### config.mk
export PLATFORM = sky130hd
export DESIGN_NAME = uart_tx_frame_gen_flat
export DESIGN_NICKNAME = d
export VERILOG_FILES = /design/src/rtl/uart_tx_frame_gen_if.sv /design/src/rtl/uart_tx_frame_gen.sv /design/src/flat_wrapper.sv
export SDC_FILE = /design/constraint.sdc
export NUM_CORES = 1
export LEC_CHECK = 0
export CORE_ASPECT_RATIO = 0.9
export CORE_UTILIZATION = 30
export CTS_BUF_LIST = sky130_fd_sc_hd__clkbuf_4 sky130_fd_sc_hd__clkbuf_8
export CTS_CLUSTER_SIZE = 8
export DETAILED_ROUTE_END_ITERATION = 16
export SLEW_MARGIN = 5
export SYNTH_ARGS = -nofsm -noshare
export SYNTH_HDL_FRONTEND = slang
export SYNTH_SLANG_ARGS = --single-unit
### constraint.sdc
create_clock -name clk -period 5.99 [get_ports clk]
set_input_delay 1.198 -clock clk [delete_from_list [all_inputs] [get_ports clk]]
set_output_delay 1.198 -clock clk [all_outputs]
set_load 0.02 [all_outputs]
### src/rtl/uart_tx_frame_gen_if.sv
// Host-side word handshake for uart_tx_frame_gen.
// A word moves on a rising clk edge where data_valid and data_ready are both high. The
// source keeps p_data stable and data_valid high until that edge. data_ready never
// depends on data_valid.
interface uart_tx_frame_gen_if #(
  parameter int DATA_WIDTH = 8
);
  logic [DATA_WIDTH-1:0] p_data;
  logic                  data_valid;
  logic                  data_ready;

  modport master (output p_data, output data_valid, input data_ready);
  modport slave  (input p_data, input data_valid, output data_ready);
endinterface

### src/rtl/uart_tx_frame_gen.sv
// UART transmitter: start bit, DATA_WIDTH data bits LSB first, optional parity, 1 or 2 stop bits.
// Frame settings and the prescale value are latched when a word is accepted.
module uart_tx_frame_gen #(
  parameter int DATA_WIDTH     = 8,
  parameter int PRESCALE_WIDTH = 8
) (
  input  logic                      clk,
  input  logic                      rst,
  uart_tx_frame_gen_if.slave        host,
  input  logic                      par_en,
  input  logic                      par_typ,
  input  logic                      stop_2,
  input  logic [PRESCALE_WIDTH-1:0] prescale,
  output logic                      tx_out,
  output logic                      busy,
  output logic                      frame_done,
  output logic [2:0]                state_dbg
);

  localparam int BW = $clog2(DATA_WIDTH);
  localparam logic [BW-1:0] LAST_BIT = BW'(DATA_WIDTH - 1);

  typedef enum logic [2:0] {
    IDLE   = 3'd0,
    START  = 3'd1,
    DATA   = 3'd2,
    PARITY = 3'd3,
    STOP1  = 3'd4,
    STOP2  = 3'd5
  } state_t;

  state_t                    state, state_n;
  logic [PRESCALE_WIDTH-1:0] cnt, cnt_n, presc_q, presc_in;
  logic [BW-1:0]             bit_idx, bit_n;
  logic [DATA_WIDTH-1:0]     data_sh;
  logic                      par_en_q, stop2_q, par_q;
  logic                      tx_q, tx_n, shift;
  logic                      tick, last_stop, accept;

  assign presc_in        = (prescale == '0) ? PRESCALE_WIDTH'(1) : prescale;
  assign tick            = (cnt == '0);
  assign last_stop       = tick && ((state == STOP1 && !stop2_q) || state == STOP2);
  assign host.data_ready = !rst && (state == IDLE || last_stop);
  assign accept          = host.data_valid && host.data_ready;
  assign frame_done      = last_stop;
  assign busy            = (state != IDLE);
  assign tx_out          = tx_q;
  assign state_dbg       = state;

  always_comb begin
    state_n = state;
    cnt_n   = tick ? presc_q - 1'b1 : cnt - 1'b1;
    bit_n   = bit_idx;
    tx_n    = tx_q;
    shift   = 1'b0;
    case (state)
      IDLE: begin
        cnt_n = cnt;
        if (accept) begin
          state_n = START;
          cnt_n   = presc_in - 1'b1;
          tx_n    = 1'b0;
        end
      end
      START: if (tick) begin
        state_n = DATA;
        bit_n   = '0;
        tx_n    = data_sh[0];
      end
      DATA: if (tick) begin
        if (bit_idx == LAST_BIT) begin
          state_n = par_en_q ? PARITY : STOP1;
          tx_n    = par_en_q ? par_q : 1'b1;
        end else begin
          bit_n = bit_idx + 1'b1;
          shift = 1'b1;
          tx_n  = data_sh[1];
        end
      end
      PARITY: if (tick) begin
        state_n = STOP1;
        tx_n    = 1'b1;
      end
      STOP1: if (tick && stop2_q) begin
        state_n = STOP2;
        tx_n    = 1'b1;
      end
      STOP2: ;
      default: state_n = IDLE;
    endcase
    // The final stop clock either chains straight into the next start bit or goes idle.
    if (last_stop) begin
      if (accept) begin
        state_n = START;
        cnt_n   = presc_in - 1'b1;
        tx_n    = 1'b0;
      end else begin
        state_n = IDLE;
        cnt_n   = '0;
        tx_n    = 1'b1;
      end
    end
  end

  always_ff @(posedge clk) begin
    if (rst) begin
      state    <= IDLE;
      cnt      <= '0;
      bit_idx  <= '0;
      tx_q     <= 1'b1;
      data_sh  <= '0;
      par_en_q <= 1'b0;
      stop2_q  <= 1'b0;
      par_q    <= 1'b0;
      presc_q  <= PRESCALE_WIDTH'(1);
    end else begin
      state   <= state_n;
      cnt     <= cnt_n;
      bit_idx <= bit_n;
      tx_q    <= tx_n;
      if (accept) begin
        data_sh  <= host.p_data;
        par_en_q <= par_en;
        stop2_q  <= stop_2;
        par_q    <= par_typ ? ~^host.p_data : ^host.p_data;
        presc_q  <= presc_in;
      end else if (shift) begin
        data_sh <= data_sh >> 1;
      end
    end
  end

endmodule

### src/flat_wrapper.sv
// flat-port wrapper written by rule: the top's interface ports become plain ports
module uart_tx_frame_gen_flat 
#(
  parameter int DATA_WIDTH     = 8,
  parameter int PRESCALE_WIDTH = 8
)
  (clk, rst, par_en, par_typ, stop_2, prescale, tx_out, busy, frame_done, state_dbg, host_p_data, host_data_valid, host_data_ready);
  uart_tx_frame_gen_if #(.DATA_WIDTH(DATA_WIDTH)) host_i ();
  input  logic clk;
  input  logic rst;
  input  logic par_en;
  input  logic par_typ;
  input  logic stop_2;
  input  logic [PRESCALE_WIDTH-1:0] prescale;
  output logic tx_out;
  output logic busy;
  output logic frame_done;
  output logic [2:0] state_dbg;
  input wire logic [$bits(host_i.p_data)-1:0] host_p_data;
  input wire logic [$bits(host_i.data_valid)-1:0] host_data_valid;
  output wire logic [$bits(host_i.data_ready)-1:0] host_data_ready;
  assign host_i.p_data = host_p_data;
  assign host_i.data_valid = host_data_valid;
  assign host_data_ready = host_i.data_ready;
  uart_tx_frame_gen #(.DATA_WIDTH(DATA_WIDTH), .PRESCALE_WIDTH(PRESCALE_WIDTH)) u_core (.clk(clk), .rst(rst), .host(host_i), .par_en(par_en), .par_typ(par_typ), .stop_2(stop_2), .prescale(prescale), .tx_out(tx_out), .busy(busy), .frame_done(frame_done), .state_dbg(state_dbg));
endmodule
==> results by group <==
Run status
  • Status: complete, no violations

STA
  • Final worst setup slack: 1.98 ns
  • Final TNS setup: 0 ns
  • Clk_skew: 0.00892 ns
  • Min Tclk post-route: between 4 and 5 ns
  • Slew of the pin with the lowest slew margin: 0.853 ns
  • Achievable Freq: 249 MHz
  • Min Hold Slack: between 0.4 and 0.5 ns
  • Slew Viols, Final: 0
  • Max_slew headroom: 43.1%
  • Fin crit share: 67.0%
  • Unrepaired setup endpoints after global routing: no
  • Final Hold Vio Count: 0
  • Final setup fails: 0

Placement
  • Placed Area: roughly 2500 sq um
  • HPWL after DPL: 4110 um
  • IO Port Bufs: 28
  • DP Cell Count: 378
  • Routability cong.: 0.901
  • Worst slack at placement: 2.22 ns

Worst setup path
  • CP Cell Sequence: or4_1, nor3_4, a31oi_4, nor2_1, clkdlybuf4s50_1
  • Crit. End Element: primary output
  • Critical Path Max Stage Delay: between 0.7 and 0.8 ns
  • WS Path Type: reg2out
  • CP arrival: 2.81 ns
  • Slowest CP cell: or4_1
  • Critical Path RT: 4.79 ns
  • Worst path bufs/invs: 1
  • Maximum fanout along the worst path: 10
  • Top cell family by delay on the critical path: simple AND/OR/NAND/NOR gates
  • Worst setup SP type: flop

Floorplan
  • # rows: 28
  • DIE AREA: 7430 sq um
  • Area of the core: 6730 sq um
  • Die H: 81.9 um
  • IO Pins: 29
  • Die X: ~91 um
  • Initial Util: 31.6%

Synthesis
  • Distinct cells, synth: 52
  • Synth Area in Simple Gates: 25.5%
  • Prevailing post-synth register cell: dfxtp_1
  • Synth Area in Adders: 2.35%
  • Main combinational cell family by area after synthesis: compound AO/OA/AOI/OAI gates
  • Register area share after synthesis: 32.0%
  • Mean post-synth cell area: 7.79 sq um
  • Mapped Nets: 299
  • Cell Area, Synth: 2130 sq um
  • YS warnings: 0
  • Mux contribution to synthesized area: 0.471%
  • XOR/XNOR share of the synthesized area: approximately 5.8%
  • Synth Area in Compound Gates: 28.7%
  • Largest area contributor in the netlist: dfxtp_1
  • Share of flip-flops with an asynchronous set or reset: 0%
  • Yosys reg bits: 34
  • Synth Instances: between 200 and 300
  • Synth top area share: 32.0%
  • Number of synthesized flops with an enable pin: 0
  • Synth top area cells: dfxtp_1 (32%), nand2_1 (6.0%), o21ai_0 (5.9%)

Clock network
  • Post-CTS setup repair buffer count: 0
  • CTS root buffer: clkbuf_8
  • Clk slew on worst S/H paths: ~0.070 ns
  • Worst-Skew Late Latency: slightly below 0.3 ns
  • Clk sinks: 34
  • CTS H-Tree Depth: 2
  • Post-CTS resize count: 0
  • CTS Buf Count: 5
  • Maximum buffer depth of the clock tree: 2
  • TritonCTS clock tree: yes
  • Hold_buf cts: 0

Drt
  • WL met1: about 2900 um
  • Top Layer Used: met4
  • Vias per cell: roughly 5.7
  • Vias: 2185
  • DRT iter0 DRCs: a little over 300
  • First-pass iteration count of the detailed router: 5
  • Metal2 WL: 2400 um
  • Wire per inst: 15.1 um
  • Routed met3 length: 447 um
  • Drt drc: 0
  • Final wirelength: 5820 um
  • Final ANT Viol Nets: 0

Worst hold path
  • Hold Path Class: reg2reg

Global routing
  • Initial antenna violation count: 0
  • First-pass GRT wire length: 9760 um
  • GRT Util Overall: 16.5%
  • Vias in the first global route: 1892
  • Largest net degree at the start of global routing: 27
  • Gr ovfl total: 0

Finish
  • Area Overhead vs Synth: 20.9%
  • Most frequent cells in the layout: nand2_1 (34), dfxtp_1 (34), clkdlybuf4s50_1 (28)
  • Cell area after layout: roughly 2600 sq um
  • Final core utilization: about two fifths
  • Non-Filler Instances: 385
  • Fin nets: 321
  • Fraction of layout cells with a size suffix above 1: under 10%
  • # diodes: 0

Pwr
  • Pwr Density: 287 nW/um^2
  • Overall power: 738 uW
  • Maximum vdd drop: 0.000148 V
  • Leakage power: 0.915 nW

Job
  • MaxCap Viol Count: 0
-- power breakdown --
| group | total [mW] | switching, mW | leakage [nW] | internal, mW |
|---|---|---|---|---|
| sequential | 0.286 | 0.0357 | 0.279 | 0.251 |
| clock | 0.220 | 0.0869 | 0.0573 | 0.133 |
| combinational | 0.231 | 0.134 | 0.578 | 0.0973 |
| total | 0.738 | 0.257 | 0.915 | 0.481 |
-- synthesized netlist by cell type, types with 3 or more instances --
master    count
nor2_1       18
nor3_1       12
nor4_1       12
or4_1         3
xor2_1        5
a221oi_1      3
inv_1        11
a21oi_1      17
nand2_1      34
dfxtp_1      34
nand2b_1      3
o31a_1        3
a22oi_1       9
o21ai_0      25
xnor2_1       9
clkbuf_1     11
and3_1        3
nand4_1       3
ha_1          4
o211ai_1      5
o31ai_1       3
and3b_1       3
-- area by class of cell --
cell class | instances | area [sq um]
Sequential cell | 34 | 681
Multi-Input combinational cell | 214 | 1340
Inverter | 11 | 41.3
Fill cell | 713 | 4160
Timing Repair Buffer | 29 | 288
Tap cell | 90 | 113
Clock buffer | 6 | 82.6
Clock inverter | 1 | 30.0
-- worst register-to-register path: cells and delay by family, from the launching register on --
family | cells | cell delay, ns
simple gates | 4 | 1.66
fa+ha+maj | 1 | 0.26
compound gates | 4 | 0.52
flops | 1 | 0.38
-- routing by layer --
layer	track usage, %	vias up
met2	23.4	109
met3	2.78	7
met4	5.81	0
met1	24.7	1011
met5	0	-
li1	-	1058
-- sequential cells by signal (all words and copies together), names as in the netlist --
name              flops
u_core.par_q          1
u_core.data_sh        8
u_core.par_en_q       1
u_core.bit_idx        3
u_core.state_dbg      3
u_core.cnt            8
u_core.stop2_q        1
u_core.presc_q        8
u_core.tx_out         1
-- worst paths after layout --
check | cells after the start | startpoint | endpoint | slack [ns]
worst max register to register | 9 | u_core.cnt[5] | u_core.cnt[6] | 3.09
worst min-delay path | 2 | u_core.data_sh[4] | u_core.data_sh[4] | 0.46
worst max-delay path | 5 | u_core.cnt[5] | host_data_ready | 1.98
worst min register to register | 2 | u_core.data_sh[4] | u_core.data_sh[4] | 0.46
-- kinds of logic after synthesis --
kind of cell / Yosys count
mux: 1
xor+xnor: 14
simple gates: 105
compound gates: 90
buf+inv: 25
flops: 34
fa+ha+maj: 4
No activity file was read; power rests on OpenSTA's default activity.
